**config.mk**
```make
export PLATFORM = sky130hd
export DESIGN_NAME = led_scene_sequencer
export DESIGN_NICKNAME = d
export VERILOG_FILES = /design/src/rtl/led_scene_sequencer.sv
export SDC_FILE = /design/constraint.sdc
export NUM_CORES = 1
export LEC_CHECK = 0
export CORE_ASPECT_RATIO = 1.5
export CORE_UTILIZATION = 51
export DETAILED_ROUTE_END_ITERATION = 7
export MAX_ROUTING_LAYER = met4
export PLACE_DENSITY = 0.86
export SKIP_LAST_GASP = 1
export SLEW_MARGIN = 0
export SYNTH_ARGS = -nofsm -noshare
export SYNTH_HDL_FRONTEND = slang
export SYNTH_SLANG_ARGS = --single-unit
```
**constraint.sdc**
```tcl
create_clock -name I_CLK_100MHZ -period 2.9 [get_ports I_CLK_100MHZ]
set_clock_uncertainty 0.05 [all_clocks]
set_input_delay 0.435 -clock I_CLK_100MHZ [delete_from_list [all_inputs] [get_ports I_CLK_100MHZ]]
set_output_delay 0.435 -clock I_CLK_100MHZ [all_outputs]
set_load 0.02 [all_outputs]
```
**src/rtl/led_scene_sequencer.sv**
```systemverilog
// Steps through up to four LED scenes: fade down, swap timer/inverted, fade up, hold.
// Define LED_SCENE_AUTO_EN to compile in the hold counter and I_AUTO auto-advance.
module led_scene_sequencer #(
   parameter logic [2:0]  P_SCENE_NUM  = 3'd4,
   parameter logic [15:0] P_HOLD_TICKS = 16'd50000
) (
   input  logic       I_CLK_100MHZ,
   input  logic       I_RST_N,
   input  logic       I_CE_10KHZ,
   input  logic       I_NEXT,
   input  logic       I_AUTO,
   output logic [9:0] O_TIMER,
   output logic [6:0] O_BRIGHTNESS,
   output logic       O_INVERTED,
   output logic [1:0] O_SCENE,
   output logic       O_BUSY
);

   typedef enum logic [1:0] {FADE_IN, HOLD, FADE_OUT, SWITCH} t_state;

   t_state     r_state;
   logic [1:0] r_scene;
   logic [9:0] r_timer;
   logic [6:0] r_bright;
   logic       r_inv;
   logic       r_busy;
   logic       r_pending;

   logic [6:0] w_target;
   logic [1:0] w_scene_nxt;
   logic       w_auto_adv;
   logic       w_advance;

   function automatic logic [9:0] f_timer(input logic [1:0] idx);
      case (idx)
         2'd0:    return 10'h0FF;
         2'd1:    return 10'h07F;
         2'd2:    return 10'h3FF;
         default: return 10'h01F;
      endcase
   endfunction

   function automatic logic [6:0] f_bright(input logic [1:0] idx);
      case (idx)
         2'd0:    return 7'd50;
         2'd1:    return 7'd100;
         2'd2:    return 7'd20;
         default: return 7'd75;
      endcase
   endfunction

   function automatic logic f_inv(input logic [1:0] idx);
      return idx[1];
   endfunction

   assign w_target = f_bright(r_scene);
   // ">=" also folds any out-of-range scene back to 0
   assign w_scene_nxt = ({1'b0, r_scene} >= (P_SCENE_NUM - 3'd1)) ? 2'd0 : r_scene + 2'd1;
   assign w_advance   = I_NEXT | r_pending | w_auto_adv;

`ifdef LED_SCENE_AUTO_EN
   logic [15:0] r_hold_cnt;

   assign w_auto_adv = I_AUTO & I_CE_10KHZ & (r_hold_cnt == (P_HOLD_TICKS - 16'd1));

   always_ff @(posedge I_CLK_100MHZ or negedge I_RST_N) begin
      if (!I_RST_N) begin
         r_hold_cnt <= '0;
      end else if ((r_state != HOLD) || !I_AUTO || w_advance) begin
         r_hold_cnt <= '0;
      end else if (I_CE_10KHZ) begin
         r_hold_cnt <= r_hold_cnt + 16'd1;
      end
   end
`else
   logic w_unused_auto;
   assign w_unused_auto = I_AUTO | (P_HOLD_TICKS == 16'd0);
   assign w_auto_adv    = 1'b0;
`endif

   always_ff @(posedge I_CLK_100MHZ or negedge I_RST_N) begin
      if (!I_RST_N) begin
         r_state   <= FADE_IN;
         r_scene   <= 2'd0;
         r_timer   <= 10'h0FF;
         r_bright  <= 7'd0;
         r_inv     <= 1'b0;
         r_busy    <= 1'b1;
         r_pending <= 1'b0;
      end else begin
         case (r_state)
            FADE_IN: begin
               if (I_NEXT) r_pending <= 1'b1;
               if (r_bright == w_target) begin
                  r_state <= HOLD;
                  r_busy  <= 1'b0;
               end else if (I_CE_10KHZ && (r_bright < w_target) && (r_bright < 7'd100)) begin
                  r_bright <= r_bright + 7'd1;
               end
            end
            HOLD: begin
               if (w_advance) begin
                  r_state   <= FADE_OUT;
                  r_busy    <= 1'b1;
                  r_pending <= 1'b0;
               end
            end
            FADE_OUT: begin
               if (I_NEXT) r_pending <= 1'b1;
               if (r_bright == 7'd0) begin
                  r_state <= SWITCH;
               end else if (I_CE_10KHZ) begin
                  r_bright <= r_bright - 7'd1;
               end
            end
            SWITCH: begin
               if (I_NEXT) r_pending <= 1'b1;
               r_scene <= w_scene_nxt;
               r_timer <= f_timer(w_scene_nxt);
               r_inv   <= f_inv(w_scene_nxt);
               r_state <= FADE_IN;
            end
         endcase
      end
   end

   assign O_TIMER      = r_timer;
   assign O_BRIGHTNESS = r_bright;
   assign O_INVERTED   = r_inv;
   assign O_SCENE      = r_scene;
   assign O_BUSY       = r_busy;

endmodule

```
==> results of run 1 <==
==> sequential cells by signal, indices dropped and copies added (netlist names) <==
signal        cells
O_BRIGHTNESS      7
r_state           2
O_SCENE           2
r_pending         1
O_TIMER           3
O_BUSY            1
==> path summary, 6_finish.rpt <==
path / end / slack (ns)
worst max-delay path: O_BRIGHTNESS[4]$_DFFE_PN0P_ / 0.35
worst min register to register: O_TIMER[6]$_DFFE_PN1N_ / 0.44
min in group asynchronous: O_BRIGHTNESS[6]$_DFFE_PN0P_ / 0.51
worst max register to register: O_BRIGHTNESS[4]$_DFFE_PN0P_ / 0.35
worst min-delay path: O_TIMER[6]$_DFFE_PN1N_ / 0.44
max in group asynchronous: O_BRIGHTNESS[4]$_DFFE_PN0P_ / 1.83
==> logic make-up after synthesis <==
logic type               count (synthesis)  share of synthesized area
other                                    1                    0.00290
adder cells (fa/ha/maj)                 23                      0.228
AO/OA/AOI/OAI                           31                      0.177
AND/OR/NAND/NOR                         31                      0.117
XOR/XNOR                                 4                     0.0271
flip-flops                              16                      0.312
buffers and inverters                   25                      0.102
multiplexers                             4                     0.0338
==> area by class of cell <==
type                            count  area, µm²  share of cell area
Tap cell                           24       30.0              0.0201
Inverter                           15       56.3              0.0376
Timing Repair Buffer               20        198               0.132
Sequential cell                    16        404               0.270
Clock buffer                        4       36.3              0.0242
Multi-Input combinational cell     98        773               0.516
==> Yosys cell counts <==
library cell  number  area (µm²)
nor2_1             6        22.5
buf_4              8        60.1
nor3_1             5        25.0
xor2_1             2        17.5
clkbuf_1           1        3.75
o311ai_2           1        16.3
nand3_1            2        10.0
o21ai_0            9        45.0
o211ai_1           1        7.51
a221oi_2           1        15.0
a31o_1             1        8.76
mux2i_1            1        10.0
or4_4              1        11.3
a31oi_1            2        12.5
dfstp_2            3        78.8
conb_1             1        3.75
buf_6              1        11.3
o31ai_1            1        7.51
nor4_1             1        6.26
a32oi_1            1        8.76
a21o_1             2        15.0
inv_1             14        52.6
o21a_1             2        15.0
a21oi_1            5        25.0
o2111ai_1          1        8.76
nand2_1           11        41.3
a31oi_4            1        21.3
dfrtp_1           13         325
o311ai_1           1        8.76
ha_1              22         275
nand2b_1           2        12.5
xnor2_1            2        17.5
fa_1               1        20.0
and3_1             1        6.26
o21ai_1            1        5.00
nand4_1            1        6.26
or4b_1             1        10.0
mux2_1             1        11.3
inv_2              1        3.75
a22o_1             1        8.76
mux2_2             2        22.5
==> critical path: cells and delay by family (launching register included) <==
| family | cells | cell delay, ns |
|---|---|---|
| flip-flops | 1 | 0.48 |
| buffers and inverters | 3 | 0.38 |
| AND/OR/NAND/NOR | 1 | 0.16 |
| adder cells (fa/ha/maj) | 2 | 0.64 |
| AO/OA/AOI/OAI | 3 | 0.75 |
==> per-layer routing <==
| metal | routed length (µm) | global-route usage |
|---|---|---|
| met1 | 940 | 0.206 |
| met2 | 1380 | 0.360 |
| met3 | 83 | 0.0372 |
| met4 | 86 | 0.152 |
| met5 | 0 | - |
==> metrics by stage <==
| stage | worst slack [ns] | hold slack [ns] | instances | area, µm² | util |
|---|---|---|---|---|---|
| final | 0.351 | 0.436 | 177 | 1500 | 0.618 |
| after CTS | 0.355 | 0.443 | 177 | 1500 | 0.618 |
| after floorplan | 0.531 | 0.0894 | 139 | 1310 | - |
| after detailed placement | 0.378 | 0.428 | 173 | 1460 | 0.603 |
| after global placement | 0.499 | 0.413 | 173 | 1460 | 0.603 |
| after global routing | 0.167 | 0.464 | 177 | 1500 | 0.618 |
==> impl_results.md, run 1 <==
- Clock Sinks: 16
- Commonest non-fill, non-tap cell in the layout: ha_1
- Final Cycle Share: 0.879
- CTS Root Cell: clkbuf_4
- Final layout net count: 182
- Slowest CP cell: dfrtp_1
- Max incr delay on CP: 0.48 ns
- Fmax: 392 MHz
- Filler instances: 216
- TritonCTS Buffers: 3
- Area Overhead vs Synth: 15.8%
- Hold Fails Final Rpt: 0
- Layout cells sized above 1: 0.0980
- Initial antenna violation count: 0
- Number of remaining DRC errors: 0
- Die Y: 63.7 µm
- Final Max Tran Viols: 0
- Final setup vio count: 0
- Status: complete, no violations
- Syn Std Cell Area: 1290 µm²
- Vias in the first global route: 1,020
- Bufs on Longest Clock Path: 2
- CTS tree: built
- Final WL: 2490 µm
- Buffers added on ports: 19
- 1st-iter DRT viols: 23
- Final min period: 2.55 ns
- Max FO, Critical Path: 9
- Hold path start: O_TIMER[6]$_DFFE_PN1N_
- Wire length per cell: 14.1 µm
- Most frequent cells in the layout: ha_1, clkdlybuf4s50_1, inv_1
- Register area share after synthesis: 0.312
- Synth Instances: 135
- Syn_area_per_cell: 9.58 µm²
- Die Area: 2750 µm²
- Max_slew headroom: 0.521
- Avg Vias per Cell: 5.75
- # Post-CTS Setup Buffers: 0
- Ys Warns: 0
- Io pins: 26
- Antenna-violating nets left: 0
- CP cell instances: inv_1 > ha_1 > inv_1 > ha_1 > and3_1 > a221oi_2 > o311ai_2 > buf_4 > o31ai_1
- Worst min path class: reg -> reg
- Post-CTS resize count: 0
- # hold bufs at CTS: 0
- Crit path required time: 3.05 ns
- First-pass GRT wire length: 4310 µm
- Core box area: 2420 µm²
- Post-DP HPWL: 2010 µm
- Pin count of the biggest net entering global routing: 17
- Crit path from: O_SCENE[0]$_DFFE_PN0N_
- Flops & latches, synth: 16
- Distinct cells, synth: 41
- Slew @ Worst Pin: 0.717 ns
- Worst-Skew Late Latency: 0.29 ns
- Via count: 1,017
- H-tree Lvls: 1
- Worst-case reg-to-reg path depth: 9
- Drt pass-1 iters: 4
- Row cnt: 22
- Hold Crit Depth: 2
- GRT Overall Usage: 0.212
- Critical Path Sink Type: flip-flop
- Setup CP Type: reg -> reg
- CTS clk-pin slew, worst paths: 0.10 ns
- CP Launch Type: flip-flop
- Diodes inserted: 0
- Reg2Reg Launch Point: O_SCENE[0]$_DFFE_PN0N_
- Initial Utilization: 0.534
- Final setup TNS: 0 ns
- Max Cap Violations: 0
- Final estimated routing congestion in global placement: 0.801
- Remaining Overflow, GRT: 0
- RSZ-0062 raised after global routing: no
- Worst Path Arrival: 2.70 ns
- Die Span X: 43.1 µm
Power of run 1 is left out: the tool's default activity adds up to more than one toggle a clock period on the data nets, which glitch-free logic cannot reach.
==> run 2: changes to the inputs <==
Settings changed: CORE_UTILIZATION 51 to 39, PLACE_DENSITY 0.86 to 0.7.
==> impl_results.md, run 2 (synthesis results as in run 1) <==
- Final min period: 2.57 ns
- Final setup TNS: 0 ns
- GRT Overall Usage: 0.182
- Max incr delay on CP: 0.51 ns
- Post-DP HPWL: 2120 µm
- Crit-path leading delay family: adder cells
- Row cnt: 25
- Remaining Overflow, GRT: 0
- Via count: 1,015
- Die Area: 3560 µm²
- Setup CP Type: reg -> reg
- FF-to-FF setup slack: 0.33 ns
- Worst Path Arrival: 2.66 ns
- Post-Layout Cell Count: 192
- Final layout net count: 181
- Worst-Skew Late Latency: 0.26 ns
- Commonest non-fill, non-tap cell in the layout: ha_1
- Final Cycle Share: 0.886
- TritonCTS Buffers: 3
- Bufs on Longest Clock Path: 2
- Worst setup path end: O_BRIGHTNESS[5]$_DFFE_PN0P_
- RSZ-0062 raised after global routing: no
- Number of remaining DRC errors: 0
- Max FFs per register: 7
- Worst min path class: reg -> reg
- Vias in the first global route: 1,048
- First-pass GRT wire length: 4690 µm
- Die Y: 72.5 µm
- CTS clk-pin slew, worst paths: 0.07 ns
- # Post-CTS Setup Buffers: 0
- Core box area: 3160 µm²
- Pin count of the biggest net entering global routing: 17
- Max FO, Critical Path: 11
- Layout cells sized above 1: 0.0921
- Fmax: 389 MHz
- Critical Path Sink Type: flip-flop
- Final Max Tran Viols: 0
- Area Overhead vs Synth: 19.0%
- Diodes inserted: 0
- Max_slew headroom: 0.514
- Io pins: 26
- CP Launch Type: flip-flop
- Max Cap Violations: 0
- CTS tree: built
- Worst path depth: 8
- Drt pass-1 iters: 7
- Crit path from: O_SCENE[0]$_DFFE_PN0N_
- Avg Vias per Cell: 5.29
- Crit path required time: 2.99 ns
- Reg2Reg Launch Point: O_SCENE[0]$_DFFE_PN0N_
- Initial Utilization: 0.410
- # hold bufs at CTS: 0
- Final estimated routing congestion in global placement: 0.765
- Final WL: 2740 µm
- Initial antenna violation count: 0
- R2R Path End: O_BRIGHTNESS[5]$_DFFE_PN0P_
- CP Buf/Inv Count: 2
- Buffers added on ports: 19
- Antenna-violating nets left: 0
- Clock Sinks: 16
- CTS Root Cell: clkbuf_8
- Slew @ Worst Pin: 0.727 ns
- H-tree Lvls: 1
- Final setup vio count: 0
- Wire length per cell: 14.3 µm
- 1st-iter DRT viols: 15
- Status: complete, no violations
- Placed cell count: 188
- Die Span X: 49.0 µm
- Worst-case reg-to-reg path depth: 8
- Most frequent cells in the layout: ha_1, clkdlybuf4s50_1, inv_1
- CP cell instances: inv_1 > ha_1 > inv_1 > ha_1 > and3_1 > a221oi_2 > o311ai_4 > mux2_1
- Hold Fails Final Rpt: 0
- Slowest CP cell: o311ai_4
-- run 2: changes by cell type in the layout (fill, tap and decap cells not counted), sizes merged --
cell / before / now
buf: 1 / 0
-- run 2: tightest hold or removal path: stages (launching register included) --
cell     delay (ns)
dfstp_2        0.37
inv_1          0.04
mux2i_1        0.05
-- run 2: per-stage QoR --
step | instance area [µm²] | hold slack (ns) | util | setup WS, ns
after floorplan | 1310 | 0.0894 | - | 0.531
after global placement | 1470 | 0.414 | 0.467 | 0.225
after detailed placement | 1470 | 0.420 | 0.467 | 0.129
after CTS | 1530 | 0.431 | 0.484 | 0.103
after global routing | 1540 | 0.449 | 0.487 | 0.123
final | 1540 | 0.425 | 0.487 | 0.331
-- run 2: timing repair --
| action | CTS | global route |
|---|---|---|
| setup endpoints to repair | 0 | 4 |
| gates resized for setup | 0 | 1 |
| endpoints found under the hold margin | 0 | 0 |
-- run 2: metal layers --
metal | global-route usage | vias up | wire length (µm)
li1 | - | 495 | -
met1 | 0.171 | 481 | 1020
met2 | 0.330 | 30 | 1510
met3 | 0.0314 | 9 | 102
met4 | 0.131 | 0 | 106
met5 | - | - | 0
-- run 2: worst min path at each step --
stage	depth (start not counted)	slack [ns]	from	endpoint
4_1_cts	2	0.43	O_TIMER[6]$_DFFE_PN1N_	O_TIMER[6]$_DFFE_PN1N_
2_1_floorplan	0	0.09	I_RST_N	O_BRIGHTNESS[0]$_DFFE_PN0P_
3_5_place_dp	2	0.42	O_TIMER[6]$_DFFE_PN1N_	O_TIMER[6]$_DFFE_PN1N_
3_3_place_gp	2	0.41	r_pending$_DFFE_PN0P_	r_pending$_DFFE_PN0P_
5_1_grt	2	0.45	O_TIMER[6]$_DFFE_PN1N_	O_TIMER[6]$_DFFE_PN1N_
6_report	2	0.42	O_TIMER[6]$_DFFE_PN1N_	O_TIMER[6]$_DFFE_PN1N_
-- run 2: cell type report --
| cell class | count | area, µm² |
|---|---|---|
| clock buffers | 4 | 55.1 |
| fillers | 306 | 1620 |
| inverters | 15 | 56.3 |
| multi-input cells | 98 | 783 |
| flip-flops and latches | 16 | 404 |
| well taps | 40 | 50.0 |
| repair buffers | 19 | 190 |
Power of run 2 is left out for the same reason.
